--- config.mk ---
export PLATFORM = sky130hd
export DESIGN_NAME = mmcu_ctrl
export DESIGN_NICKNAME = d
export VERILOG_FILES = /design/src/rtl/apsk_pkg.sv /design/src/rtl/mmcu_valid_pipe.sv /design/src/rtl/mmcu_ctrl.sv
export SDC_FILE = /design/constraint.sdc
export NUM_CORES = 1
export LEC_CHECK = 0
export BUFFER_PORTS_ARGS = -buffer_cell sky130_fd_sc_hd__buf_2
export CAP_MARGIN = 20
export CELL_PAD_IN_SITES_DETAIL_PLACEMENT = 1
export CELL_PAD_IN_SITES_GLOBAL_PLACEMENT = 2
export CORE_MARGIN = 1.5
export CORE_UTILIZATION = 22
export CTS_BUF_LIST = sky130_fd_sc_hd__clkbuf_8
export DETAILED_ROUTE_END_ITERATION = 12
export GPL_TIMING_DRIVEN = 1
export PLACE_DENSITY_LB_ADDON = 0.1
export SLEW_MARGIN = 30
export SYNTH_ARGS = -nofsm -noshare
export SYNTH_HDL_FRONTEND = slang
export SYNTH_SLANG_ARGS = --single-unit
--- constraint.sdc ---
create_clock -name clk -period 1.81 [get_ports clk]
set_input_delay 0.543 -clock clk [delete_from_list [all_inputs] [get_ports clk]]
set_output_delay 0.543 -clock clk [all_outputs]
set_load 0.01 [all_outputs]
--- src/rtl/apsk_pkg.sv ---
// Shared definitions for the APSK demapper control path.
// Provides the mode encodings, per-mode lane counts, the metric-unit latency,
// the controller state type and the mode-to-lane-mask helper.
package apsk_pkg;

  localparam int unsigned SYM_NUM  = 64;
  localparam int unsigned MCU_LAT  = 4;
  localparam int unsigned LANES_16 = 16;
  localparam int unsigned LANES_32 = 32;
  localparam int unsigned LANES_64 = 64;

  typedef enum logic [1:0] {
    MODE_16  = 2'd0,
    MODE_32  = 2'd1,
    MODE_64  = 2'd2,
    MODE_RSV = 2'd3
  } mode_e;

  typedef enum logic [1:0] {
    StIdle,
    StRun,
    StDrain,
    StSwitch
  } ctrl_state_e;

  // Lanes beyond the active constellation size are cleared; the reserved
  // encoding never reaches the LUT bank, so it just maps to the full mask.
  function automatic logic [SYM_NUM-1:0] mode_to_mask(input logic [1:0] mode);
    logic [SYM_NUM-1:0] mask;
    case (mode)
      MODE_16: mask = {{(SYM_NUM - LANES_16){1'b0}}, {LANES_16{1'b1}}};
      MODE_32: mask = {{(SYM_NUM - LANES_32){1'b0}}, {LANES_32{1'b1}}};
      default: mask = {LANES_64{1'b1}};
    endcase
    return mask;
  endfunction

endpackage

--- src/rtl/mmcu_valid_pipe.sv ---
// Valid + mode shift register mirroring the fixed latency of the metric array.
// Ports:
//   clk_i, rst_ni : clock, synchronous active-low reset
//   valid_i/mode_i: symbol entering the array this cycle and its mode
//   valid_o/mode_o: metrics of that symbol leave the array this cycle
//   empty_o       : no symbol anywhere in the pipe
module mmcu_valid_pipe #(
  parameter int unsigned Depth = 5,
  parameter int unsigned ModeW = 2
) (
  input  logic             clk_i,
  input  logic             rst_ni,
  input  logic             valid_i,
  input  logic [ModeW-1:0] mode_i,
  output logic             valid_o,
  output logic [ModeW-1:0] mode_o,
  output logic             empty_o
);

  logic [Depth-1:0] valid_q;
  logic [ModeW-1:0] mode_q [Depth];

  always_ff @(posedge clk_i) begin
    if (!rst_ni) begin
      valid_q <= '0;
      for (int i = 0; i < int'(Depth); i++) begin
        mode_q[i] <= '0;
      end
    end else begin
      valid_q   <= {valid_q[Depth-2:0], valid_i};
      mode_q[0] <= mode_i;
      for (int i = 1; i < int'(Depth); i++) begin
        mode_q[i] <= mode_q[i-1];
      end
    end
  end

  assign valid_o = valid_q[Depth-1];
  assign mode_o  = mode_q[Depth-1];
  assign empty_o = ~|valid_q;

endmodule

--- src/rtl/mmcu_ctrl.sv ---
// Sequencer in front of the 64-lane APSK metric computation array.
// Ports:
//   clk, rst_n                      : clock, synchronous active-low reset
//   in_valid/in_ready               : symbol handshake (in_ready is combinational)
//   in_u_re, in_u_im, in_h, in_mode : equalised symbol, channel gain and mode
//   w_u_re, w_u_im, w_h             : registered operands shared by all lanes
//   lut_sel, sym_mask               : constellation bank and active-lane mask
//   metric_valid, metric_mode       : array output strobe aligned to its latency
//   sym_cnt                         : accepted-symbol count (wraps)
//   busy, err_mode                  : activity flag, reserved-mode drop pulse
module mmcu_ctrl #(
  parameter int unsigned wordlength = 18,
  parameter int unsigned MCU_LAT    = apsk_pkg::MCU_LAT,
  parameter int unsigned sym_num    = apsk_pkg::SYM_NUM,
  parameter int unsigned CNT_W      = 16
) (
  input  logic                  clk,
  input  logic                  rst_n,
  input  logic                  in_valid,
  output logic                  in_ready,
  input  logic [wordlength-1:0] in_u_re,
  input  logic [wordlength-1:0] in_u_im,
  input  logic [wordlength-1:0] in_h,
  input  logic [1:0]            in_mode,
  output logic [wordlength-1:0] w_u_re,
  output logic [wordlength-1:0] w_u_im,
  output logic [wordlength-1:0] w_h,
  output logic [1:0]            lut_sel,
  output logic [sym_num-1:0]    sym_mask,
  output logic                  metric_valid,
  output logic [1:0]            metric_mode,
  output logic [CNT_W-1:0]      sym_cnt,
  output logic                  busy,
  output logic                  err_mode
);
  import apsk_pkg::*;

  ctrl_state_e           state_q, state_d;
  logic [wordlength-1:0] w_u_re_q, w_u_re_d, w_u_im_q, w_u_im_d, w_h_q, w_h_d;
  logic [1:0]            lut_sel_q, lut_sel_d;
  logic [sym_num-1:0]    sym_mask_q, sym_mask_d;
  logic [CNT_W-1:0]      sym_cnt_q, sym_cnt_d;
  logic                  err_q, err_d;
  logic                  pipe_empty;
  logic                  mode_rsv, mode_chg, accept, acc_sym;

  assign mode_rsv = (in_mode == MODE_RSV);
  assign mode_chg = in_valid & ~mode_rsv & (in_mode != lut_sel_q);
  // Gated by rst_n so the handshake is closed while reset is applied.
  assign in_ready = rst_n & ((state_q == StIdle) | (state_q == StRun))
                  & ((in_mode == lut_sel_q) | mode_rsv);
  assign accept   = in_valid & in_ready;
  assign acc_sym  = accept & ~mode_rsv;

  always_comb begin
    state_d    = state_q;
    w_u_re_d   = w_u_re_q;
    w_u_im_d   = w_u_im_q;
    w_h_d      = w_h_q;
    lut_sel_d  = lut_sel_q;
    sym_mask_d = sym_mask_q;
    sym_cnt_d  = sym_cnt_q;
    err_d      = accept & mode_rsv;

    if (acc_sym) begin
      w_u_re_d  = in_u_re;
      w_u_im_d  = in_u_im;
      w_h_d     = in_h;
      sym_cnt_d = sym_cnt_q + CNT_W'(1);
    end

    case (state_q)
      StIdle: begin
        // Pipe is always empty here, so a new bank can be loaded at once.
        if (mode_chg) begin
          state_d    = StSwitch;
          lut_sel_d  = in_mode;
          sym_mask_d = mode_to_mask(in_mode);
        end else if (acc_sym) begin
          state_d = StRun;
        end
      end
      StRun: begin
        if (mode_chg) begin
          state_d = StDrain;
        end else if (!acc_sym && pipe_empty) begin
          state_d = StIdle;
        end
      end
      StDrain: begin
        // The mode is sampled only when leaving DRAIN; earlier requests are ignored.
        if (pipe_empty) begin
          state_d = StSwitch;
          if (in_valid && !mode_rsv) begin
            lut_sel_d  = in_mode;
            sym_mask_d = mode_to_mask(in_mode);
          end
        end
      end
      default: state_d = StIdle;
    endcase
  end

  always_ff @(posedge clk) begin
    if (!rst_n) begin
      state_q    <= StIdle;
      w_u_re_q   <= '0;
      w_u_im_q   <= '0;
      w_h_q      <= '0;
      lut_sel_q  <= MODE_64;
      sym_mask_q <= '1;
      sym_cnt_q  <= '0;
      err_q      <= 1'b0;
    end else begin
      state_q    <= state_d;
      w_u_re_q   <= w_u_re_d;
      w_u_im_q   <= w_u_im_d;
      w_h_q      <= w_h_d;
      lut_sel_q  <= lut_sel_d;
      sym_mask_q <= sym_mask_d;
      sym_cnt_q  <= sym_cnt_d;
      err_q      <= err_d;
    end
  end

  // One stage for the operand register plus MCU_LAT stages inside the array.
  mmcu_valid_pipe #(
    .Depth (MCU_LAT + 1),
    .ModeW (2)
  ) u_valid_pipe (
    .clk_i   (clk),
    .rst_ni  (rst_n),
    .valid_i (acc_sym),
    .mode_i  (in_mode),
    .valid_o (metric_valid),
    .mode_o  (metric_mode),
    .empty_o (pipe_empty)
  );

  assign w_u_re   = w_u_re_q;
  assign w_u_im   = w_u_im_q;
  assign w_h      = w_h_q;
  assign lut_sel  = lut_sel_q;
  assign sym_mask = sym_mask_q;
  assign sym_cnt  = sym_cnt_q;
  assign err_mode = err_q;
  assign busy     = (state_q != StIdle) | ~pipe_empty;

endmodule
==> impl_metrics.ini <==
[run_status]
status = finished with violations
failed_checks = setup timing

[sta]
slew_violations = 0
min_period_over_period_pct = 108
max_clock_freq_mhz = 510
clock-skew-final_ps = 6.33
rsz0062_at_grt = yes
finalWorstSetupSlack_ps = -151
setup_violations = 9
fin_crit_ps = 1960
hold_viol = 0

[synthesis]
synth_area_sq_um = 3840
synth.top_cells.by_count = 126 x nand2_1, 92 x dfxtp_1, 67 x a21oi_1, 63 x buf_4, 16 x clkbuf_1
async_flop_share_pct = 0
syn_inst = 463
avgSynthCellArea_sq_um = 8.30
yosysMostFrequentCell = nand2_1
ys_seq_elements = 92
synth_top_area_share_pct = 47.9
yosys_warnings = 0
synth_cell_types = 39
yosys_most_used_dff = dfxtp_1
synth_area_leader_cell = dfxtp_1
synth.area.top_cells = dfxtp_1 48%, buf_4 12%, nand2_1 12%
synth-seq-area-share_pct = 47.9
synth_edf_count = 0

[cells_and_area]
final_area_sq_um = 5790
insertedDiodeCount = 0
drive_gt1_share_pct = 53.3
area_growth_pct = 50.7
nFillCells = 2085
final_nets = 707

[clock_tree]
cts_buffer_depth = 2
numCtsBuffers = 9
insertion_delay_ps = 370
clk_pin_slew_ps = 90
htree_levels = 3
cts_tree = done
root_buffer = clkbuf_8
clkSinkCount = 92

[power_and_ir_drop]
p_comb_share_pct = 17.6
clkPwrFrac_pct = 31.7
power.share.sequential_pct = 50.7
internal_power_mw = 2.99
swShare_pct = 28.5
p_switching_mw = 1.19
p_leak_nw = 2.59
cellPowerDensity_nw_per_um2 = 721
vdd_drop_max_v = 0.000340

[drt]
drt-initial-drc-count = 130
vias_per_cell = 4.21
route.detailed.drc = 0
ant_nets = 0
avgRoutedWirePerCell_um = 14.6
totalWireLength_um = 12800
firstDrtPassIters = 4
vias = 3686

[grt]
grt_remaining_overflow = 0
grt_pass1_vias = 3483
antenna_found_initial = 0
grt_max_degree = 47
grt_use_total_pct = 12.6
grt_pass1_wl_um = 17900

[floorplanning]
io_pins = 201
start_util_pct = 22.4
dieArea_sq_um = 18300
die_w_um = 135
core-area_sq_um = 17200
rows = 48
die_y_um = 135

[setup_path]
crit_arrival_ps = 1420
critPathLaunchType = flop
critPathRequiredTime_ps = 1270
worstPathMaxFanout = 2
critical_path_class = flop to primary output
end_kind = primary output

[place]
place_congestion = 0.696
dp.final_hpwl_um = 8030
io_buffer_count = 184
place_ws_ps = -346
place_area_sq_um = 4830

[flow_run]
max-cap-violations = 0

[worst_hold_path]
hp-class = primary input to flop
==> registers in the layout (all words and copies together) (netlist names) <==
signal / cells
err_mode: 1
sym_mask: 2
lut_sel: 2
state_q: 2
sym_cnt: 16
u_valid_pipe.valid_q: 5
u_valid_pipe.mode_q: 10
w_h: 18
w_u_re: 18
w_u_im: 18
==> timing repair <==
action / in CTS / in global routing
resized for setup: 11 / 116
setup endpoints to repair: 2 / 87
hold buffers: 0 / 0
gates cloned: 0 / 11
pin swaps: 6 / 57
setup buffers: 2 / 11
endpoints found under the hold margin: 0 / 0
==> worst max-delay path: stages, from the launching register on <==
cell	delay, ps
dfxtp_2	330
nor3_2	180
nand2_1	90
or3_1	300
buf_2	150
==> cell type report <==
class	count	area, sq um	area share (%)
Clock buffer	11	151	2.61
Clock inverter	4	26.3	0.454
Inverter	8	56.3	0.972
Multi-Input combinational cell	294	1830	31.6
Sequential cell	92	1850	32.0
Tap cell	225	282	4.86
Timing Repair Buffer	241	1590	27.4
Timing Repair inverter	1	11.3	0.194
==> routing by layer <==
| layer | vias to the layer above | GRT usage (%) | wire [um] |
|---|---|---|---|
| met3 | 13 | 6.14 | 998 |
| li1 | 1803 | - | - |
| met5 | - | 0 | 0 |
| met1 | 1757 | 14.4 | 5490 |
| met2 | 113 | 20.8 | 6110 |
| met4 | 0 | 4.00 | 180 |
==> placed cells by master, fill, tap and decap left out, types with 5 or more instances in the layout <==
master / count
a21oi_1: 34
a21oi_2: 33
and2_1: 14
buf_12: 5
buf_2: 183
buf_4: 38
buf_6: 7
clkbuf_16: 6
clkbuf_8: 11
conb_1: 16
dfxtp_1: 84
dfxtp_2: 8
inv_1: 7
mux2i_1: 6
nand2_1: 102
nand2_2: 8
nand2_4: 16
nor2_1: 9
o21ai_0: 5
==> metrics by stage <==
step	utilization, %	instances	TNS [ps]	hold slack (ps)	power [mW]
floorplan	-	478	-13.8	412	2.57
global placement	28.1	837	-17680	416	2.74
detailed placement	28.1	837	-22150	422	2.74
CTS	29.5	854	-413	361	4.12
global route	33.7	876	-2000	366	4.43
finish	33.7	876	-534	395	4.18
==> cell families after synthesis <==
logic type / after synthesis / share of synthesized area [%]
simple gates: 183 / 21.4
mux: 6 / 1.56
buf+inv: 92 / 15.5
compound gates: 86 / 12.8
xor+xnor: 2 / 0.456
fa+ha+maj: 1 / 0.325
flops: 92 / 47.9
other cells: 1 / 0.0976
==> power by group through the flow <==
stage | registers [mW] | logic, mW | clock network, mW
3_5_place_dp | 2.16 | 0.577 | 0
4_1_cts | 2.12 | 0.599 | 1.40
6_report | 2.12 | 0.734 | 1.32
3_3_place_gp | 2.16 | 0.574 | 0
5_1_grt | 2.13 | 0.803 | 1.49
2_1_floorplan | 2.20 | 0.366 | 0
==> final timing paths <==
| kind | startpoint | endpoint | slack, ps | cells past startpoint |
|---|---|---|---|---|
| max reg2reg | lut_sel[0] | sym_cnt[12] | -60 | 7 |
| min reg2reg | u_valid_pipe.mode_q[2][0] | u_valid_pipe.mode_q[3][0] | 440 | 1 |
| min | in_u_re[2] | w_u_re[2] | 390 | 3 |
| max | u_valid_pipe.valid_q[3] | busy | -150 | 4 |
Power figures use the tool's default switching activity.
